===== src/rtl/png_enc_seq.sv =====
// -----------------------------------------------------------------------------
// png_enc_seq - frame sequencer for the PNG encoder pipeline.
//
// Queues per-frame {width, height} commands and presents the active frame size
// on cfg_w_o/cfg_h_o. It pulses start_o to filter/adler32/bs/crc32 and pulses
// lz77_start_o once the filter is done. It reports output length and a frame
// count when the bitstream stage finishes.
//
// Optional feature macro: PNG_ENC_SEQ_WDT_EN
//   When defined, an idle watchdog of WDT_CYC cycles aborts a stalled frame.
//   The frame is then reported with frm_err_o = 1.
//
// Ports:
//   clk, rstn                 clock, asynchronous active-low reset
//   cmd_val_i/cmd_rdy_o       command handshake (rdy = queue not full)
//   cmd_w_i, cmd_h_i          command frame width / height
//   cfg_w_o, cfg_h_o          active frame size, stable from pop to done
//   start_o                   one-cycle start to filter, adler32, bs, crc32
//   flt_done_i                filter done pulse
//   lz77_start_o              one-cycle lz77 start, one cycle after flt_done_i
//   bs_val_i, bs_done_i       bitstream word valid / bitstream done pulse
//   busy_o                    a frame is in progress
//   frm_done_o, frm_err_o     frame-complete pulse, abort qualifier
//   frm_len_o                 output words of the last frame (saturating)
//   frm_cnt_o                 completed frame count (wraps)
// -----------------------------------------------------------------------------
module png_enc_seq #(
    parameter int CMD_DEPTH = 4,
    parameter int W_WD      = 16,
    parameter int H_WD      = 16,
    parameter int CNT_WD    = 24,
    parameter int WDT_CYC   = 65535
) (
    input  logic              clk,
    input  logic              rstn,
    input  logic              cmd_val_i,
    output logic              cmd_rdy_o,
    input  logic [W_WD-1:0]   cmd_w_i,
    input  logic [H_WD-1:0]   cmd_h_i,
    output logic [W_WD-1:0]   cfg_w_o,
    output logic [H_WD-1:0]   cfg_h_o,
    output logic              start_o,
    input  logic              flt_done_i,
    output logic              lz77_start_o,
    input  logic              bs_val_i,
    input  logic              bs_done_i,
    output logic              busy_o,
    output logic              frm_done_o,
    output logic              frm_err_o,
    output logic [CNT_WD-1:0] frm_len_o,
    output logic [15:0]       frm_cnt_o
);

    localparam int AW = $clog2(CMD_DEPTH);
    localparam int CW = W_WD + H_WD;

    typedef enum logic [2:0] {
        S_IDLE,
        S_START,
        S_FLT,
        S_LZ,
        S_DONE
    } state_t;

    state_t            state, state_nxt;
    logic [CW-1:0]     mem [CMD_DEPTH];
    logic [CW-1:0]     head;
    logic [AW:0]       wr_ptr, rd_ptr;
    logic              empty, full, push, pop;
    logic              active, abort, to_err, err_q;
    logic [CNT_WD-1:0] word_cnt, word_nxt;

    // ---------------------------------------------------------------- queue
    // Pointers carry one extra wrap bit so full and empty are distinguishable.
    assign empty     = (wr_ptr == rd_ptr);
    assign full      = (wr_ptr[AW] != rd_ptr[AW]) && (wr_ptr[AW-1:0] == rd_ptr[AW-1:0]);
    assign cmd_rdy_o = !full;
    assign push      = cmd_val_i && !full;
    assign pop       = (state == S_IDLE) && !empty;
    assign head      = mem[rd_ptr[AW-1:0]];

    // NOTE: queue storage has no reset; the pointers alone define which
    // entries are valid, so clearing them empties the queue.
    always_ff @(posedge clk) begin
        if (push) begin
            mem[wr_ptr[AW-1:0]] <= {cmd_w_i, cmd_h_i};
        end
    end

    // ------------------------------------------------------------- watchdog
    assign active = (state == S_FLT) || (state == S_LZ);

`ifdef PNG_ENC_SEQ_WDT_EN
    localparam int WDT_WD = $clog2(WDT_CYC + 1);

    logic [WDT_WD-1:0] wdt_cnt;
    logic              wdt_clr;

    assign wdt_clr = start_o || flt_done_i || bs_val_i;
    // Abort on the cycle the counter would reach WDT_CYC without activity.
    assign abort   = active && !wdt_clr && (wdt_cnt == WDT_WD'(WDT_CYC - 1));

    always_ff @(posedge clk or negedge rstn) begin
        if (!rstn) begin
            wdt_cnt <= '0;
        end else if (wdt_clr) begin
            wdt_cnt <= '0;
        end else if (active) begin
            wdt_cnt <= wdt_cnt + 1'b1;
        end
    end
`else
    logic unused_wdt;

    assign abort      = 1'b0;
    assign unused_wdt = (WDT_CYC != 0);
`endif

    // ------------------------------------------------------------------ fsm
    always_comb begin
        // NOTE: every combinational output is defaulted first so no path
        // through the case statement can leave a latch behind.
        state_nxt = state;
        to_err    = 1'b0;
        case (state)
            S_IDLE:  if (!empty) state_nxt = S_START;
            S_START: state_nxt = S_FLT;
            S_FLT: begin
                if (abort) begin
                    state_nxt = S_DONE;
                    to_err    = 1'b1;
                end else if (flt_done_i) begin
                    state_nxt = S_LZ;
                end
            end
            S_LZ: begin
                // A genuine bs_done_i wins over a coincident watchdog abort.
                if (bs_done_i) begin
                    state_nxt = S_DONE;
                end else if (abort) begin
                    state_nxt = S_DONE;
                    to_err    = 1'b1;
                end
            end
            S_DONE:  state_nxt = S_IDLE;
            default: state_nxt = S_IDLE;
        endcase
    end

    // The word that arrives together with bs_done_i still counts, so the
    // reported length uses the next-value of the counter.
    assign word_nxt = (active && bs_val_i && (word_cnt != {CNT_WD{1'b1}}))
                    ? word_cnt + CNT_WD'(1) : word_cnt;

    // NOTE: all state here is updated with non-blocking assignments so every
    // register samples pre-edge values regardless of statement order.
    always_ff @(posedge clk or negedge rstn) begin
        if (!rstn) begin
            state        <= S_IDLE;
            wr_ptr       <= '0;
            rd_ptr       <= '0;
            cfg_w_o      <= '0;
            cfg_h_o      <= '0;
            start_o      <= 1'b0;
            lz77_start_o <= 1'b0;
            word_cnt     <= '0;
            frm_len_o    <= '0;
            frm_cnt_o    <= '0;
            err_q        <= 1'b0;
        end else begin
            state        <= state_nxt;
            start_o      <= (state == S_START);
            lz77_start_o <= (state == S_FLT) && (state_nxt == S_LZ);
            if (push) begin
                wr_ptr <= wr_ptr + 1'b1;
            end
            if (pop) begin
                rd_ptr   <= rd_ptr + 1'b1;
                cfg_w_o  <= head[CW-1:H_WD];
                cfg_h_o  <= head[H_WD-1:0];
                word_cnt <= '0;
            end else begin
                word_cnt <= word_nxt;
            end
            if (state_nxt == S_DONE) begin
                frm_len_o <= word_nxt;
                frm_cnt_o <= frm_cnt_o + 16'd1;
                err_q     <= to_err;
            end
        end
    end

    assign busy_o     = (state != S_IDLE);
    assign frm_done_o = (state == S_DONE);
    assign frm_err_o  = (state == S_DONE) && err_q;

endmodule


===== config.mk =====
export PLATFORM = sky130hd
export DESIGN_NAME = png_enc_seq
export DESIGN_NICKNAME = d
export VERILOG_FILES = /design/src/rtl/png_enc_seq.sv
export SDC_FILE = /design/constraint.sdc
export NUM_CORES = 1
export LEC_CHECK = 0
export CAP_MARGIN = 5
export CELL_PAD_IN_SITES_DETAIL_PLACEMENT = 1
export CELL_PAD_IN_SITES_GLOBAL_PLACEMENT = 2
export CORE_MARGIN = 8
export CORE_UTILIZATION = 40
export DETAILED_ROUTE_END_ITERATION = 16
export GPL_ROUTABILITY_DRIVEN = 0
export PLACE_DENSITY_LB_ADDON = 0.08
export SLEW_MARGIN = 20
export SYNTH_ARGS = -nofsm -noshare
export SYNTH_HDL_FRONTEND = slang
export SYNTH_SLANG_ARGS = --single-unit

===== constraint.sdc =====
create_clock -name clk -period 2.72 [get_ports clk]
set_input_delay 0.408 -clock clk [delete_from_list [all_inputs] [get_ports clk]]
set_output_delay 0.408 -clock clk [all_outputs]
set_load 0.01 [all_outputs]

==> flow_metrics.tcl, run 1 <==
set metrics [dict create \
    status "complete, no violations" \
    grt_usage 0.149 \
    drtAntennaViolNets 0 \
    drt_iter0_markers 317 \
    multi_input_area_um2 2710 \
    synthMuxAreaShare 0.123 \
    yosysSeqAreaShare 0.697 \
    synth_compound_area_frac 0.0297 \
    route.detailed.drc 0 \
    ys_types 48 \
    cts-root-buf "clkbuf_16" \
    crit_cells 2 \
    initial_utilization 0.404 \
    clk_pin_slew_worst_paths_ns 0.06 \
    cp-startpoint "state[2]" \
    synthXorXnorAreaFrac 0.0356 \
    cap_viol_max_count 0 \
    io_buffer_count 114 \
    drv_slew 0 \
    hp-class "input port to async pin" \
    max_slew_margin 0.640 \
    tns_ns 0 \
    synth-simple-area-share 0.0902 \
    ios 116 \
    ys_warn_count 0 \
    wl_per_cell_um 19.9 \
    die_h_um 169 \
    required_ns 2.31 \
    vias 5250 \
    synth_top_flop_cell "edfxtp_1" \
    syn2layout_area_growth_pct 25.9 \
    cts_tree "done" \
    ctsLongestPathBuffers 3 \
    grt_max_degree 60 \
    endpoint "busy_o" \
    num-nets-final 755 \
    crit_chain "or3_1, clkdlybuf4s50_1" \
    max_freq_ghz 0.405 \
    first_pass_iters 6 \
    r2r-start "state[2]" \
    p_per_area_nw_per_um2 1010 \
    drive_above_1_share 0.184 \
    n_fill_cell 2196 \
    path_class "flip-flop to output port" \
    setup_viol 0 \
    async_flop_share 0.455 \
    fin_worst_skew_ns 0.0134 \
    fp.dieArea_um2 28500 \
    avgSynthCellArea_um2 16.2 \
    worstMarginPinSlew_ns 0.539 \
    rr_worst_depth 4 \
    r2r_end "cfg_w_o[9]" \
    grt_pass1_vias 5854 \
    numCtsBuffers 26 \
    worst_hold_slack_ns 0.399 \
    overflow 0 \
    crit_fanout 10 \
    final_hold_viol_count 0 \
    cp_top_family "simple AND/OR/NAND/NOR gates" \
    finalCritPeriodShare 0.909 \
    cpPeakStageDelay_ns 0.52 \
    p_leak_nw 4.31 \
    crit_slowest_cell "or3_1" \
    synth_area_um2 9360 \
    peakVddDrop_mv 0.620 \
    cts.sinks 235 \
    worstSkewPairLatency_ns 0.54 \
    cp-end-kind "output port" \
    antenna_found_initial 0 \
    seq_area_um2 6520 \
    viasPerCell 5.00 \
    drt-total-wl_um 20900 \
    path_buf_inv 1 \
    n_antenna_cell 0 \
    num_rows 56 \
    finalCriticalPeriod_ns 2.47 \
    worstPathArrival_ns 2.06 \
    synth_top_family_by_area "multiplexers" \
    coreArea_um2 23200 \
    synth_edf_count 128 \
    dp_hpwl_um 13700 \
    crit_path_start_kind "flip-flop" \
    ff2ff_setup_slack_ns 0.65 \
    h-tree-depth 1 \
    synth_nets 622 \
    grt_pass1_wl_um 33400 \
    synthAdderAreaFrac 0.00936 \
    ys_seq_elements 235 \
    rsz0062_at_grt "no" \
    finalPower_mw 11.9 \
    die_w_um 169 \
    syn-instance-count 577 \
]
==> cells in the mapped netlist, types with 3 or more instances <==
master / n / area [um2]
nand2_1: 45 / 169
a21oi_1: 9 / 45.0
mux2_1: 5 / 56.3
nand4_1: 13 / 81.3
xor2_1: 11 / 96.3
edfxtp_1: 128 / 3840
o21ai_1: 15 / 75.1
buf_4: 3 / 22.5
and4_4: 5 / 56.3
nand3_1: 12 / 60.1
nor2_1: 29 / 109
and3_1: 7 / 43.8
mux2_2: 29 / 327
ha_1: 7 / 87.6
and2_1: 5 / 31.3
clkbuf_1: 8 / 30.0
mux4_2: 32 / 721
mux2i_1: 5 / 50.1
nor3_1: 10 / 50.1
buf_2: 11 / 55.1
inv_1: 4 / 15.0
dfrtp_1: 107 / 2680
or3_1: 3 / 18.8
o21ai_0: 14 / 70.1
xnor2_1: 27 / 236
==> how the worst min path moves through the flow <==
| stage | to | slack [ns] | from |
|---|---|---|---|
| after global routing | frm_cnt_o[10] | 0.45 | rstn |
| final | frm_cnt_o[13] | 0.40 | rstn |
| after detailed placement | frm_cnt_o[11] | 0.44 | rstn |
| after CTS | frm_cnt_o[10] | 0.42 | rstn |
| after global placement | frm_cnt_o[12] | 0.43 | rstn |
| after floorplan | cfg_h_o[0] | 0.11 | rstn |
==> sequential cells by signal, summed over array words and instances (netlist names), 3 cells and up <==
name / cells
frm_cnt_o: 16
rd_ptr: 3
state: 3
frm_len_o: 24
wr_ptr: 3
cfg_w_o: 16
cfg_h_o: 16
mem: 128
word_cnt: 24
==> cell families after synthesis <==
logic type,after synthesis
DFF,235
and+or+nand+nor,152
adders and majority gates,7
muxes,71
AOI/OAI and AO/OA,45
xor gates and xnor gates,38
other,1
buffers and inverters,28
==> placed cells by master, fill, tap and decap left out, types with 4 or more instances in the layout <==
cell type and instances:
nand2_1 45, o21ai_0 14, clkinv_1 5, clkbuf_16 26, a21oi_1 9, mux2_2 29
buf_4 7, mux2i_1 5, mux4_2 32, and2_1 5, clkdlybuf4s50_1 113, and4_4 5
xnor2_1 27, dfrtp_1 105, xor2_1 11, o21ai_1 15, clkinv_2 5, inv_1 4
nand3_1 12, clkbuf_1 8, and3_2 4, mux2_1 5, nand4_1 13, ha_1 7
buf_12 7, edfxtp_1 128, nor2_1 29, nor3_1 10
==> metal layers <==
metal / wire length [um] / global-route usage / vias to the layer above
li1: - / - / 2434
met1: 8950 / 0.186 / 2687
met2: 10500 / 0.259 / 101
met3: 1050 / 0.0333 / 28
met4: 390 / 0.0349 / 0
met5: 0 / 0 / -
==> stage by stage <==
stage	setup WS [ns]	utilization	instance area [um2]	cells
after floorplan	0.513	-	9360	577
after global placement	0.379	0.473	11000	1000
after detailed placement	0.335	0.473	11000	1000
after CTS	0.198	0.508	11800	1049
after global routing	0.164	0.508	11800	1049
final	0.248	0.508	11800	1049
==> what timing repair did <==
action,in CTS,in global routing
hold buffers,1,0
endpoints found under the hold margin,32,0
buffers inserted,0,0
gates resized for setup,0,0
==> area by class of cell <==
cell class | instances | share of cell area
clock inverters | 11 | 0.00658
repair buffers | 128 | 0.113
well taps | 319 | 0.0339
multi-input cells | 314 | 0.230
inverters | 5 | 0.00159
flip-flops and latches | 235 | 0.554
clock buffers | 37 | 0.0613
==> worst reg2reg max path, stage by stage, from the launching register on <==
cell and delay (ns):
dfrtp_1 0.49, or3_1 0.52, nor2_4 0.30, buf_12 0.27, mux2_2 0.38
==> power breakdown <==
group	total [mW]	switching, mW	internal [mW]
clock network	3.23	1.38	1.85
logic	3.52	1.68	1.84
registers	5.11	0.443	4.66
No activity file was read; power rests on OpenSTA's default activity.
==> run 2: changes to the inputs <==
- SLEW_MARGIN: 20 -> default
==> results of run 2 <==
No change in the layout: final DEF, timing and power equal those of run 1.
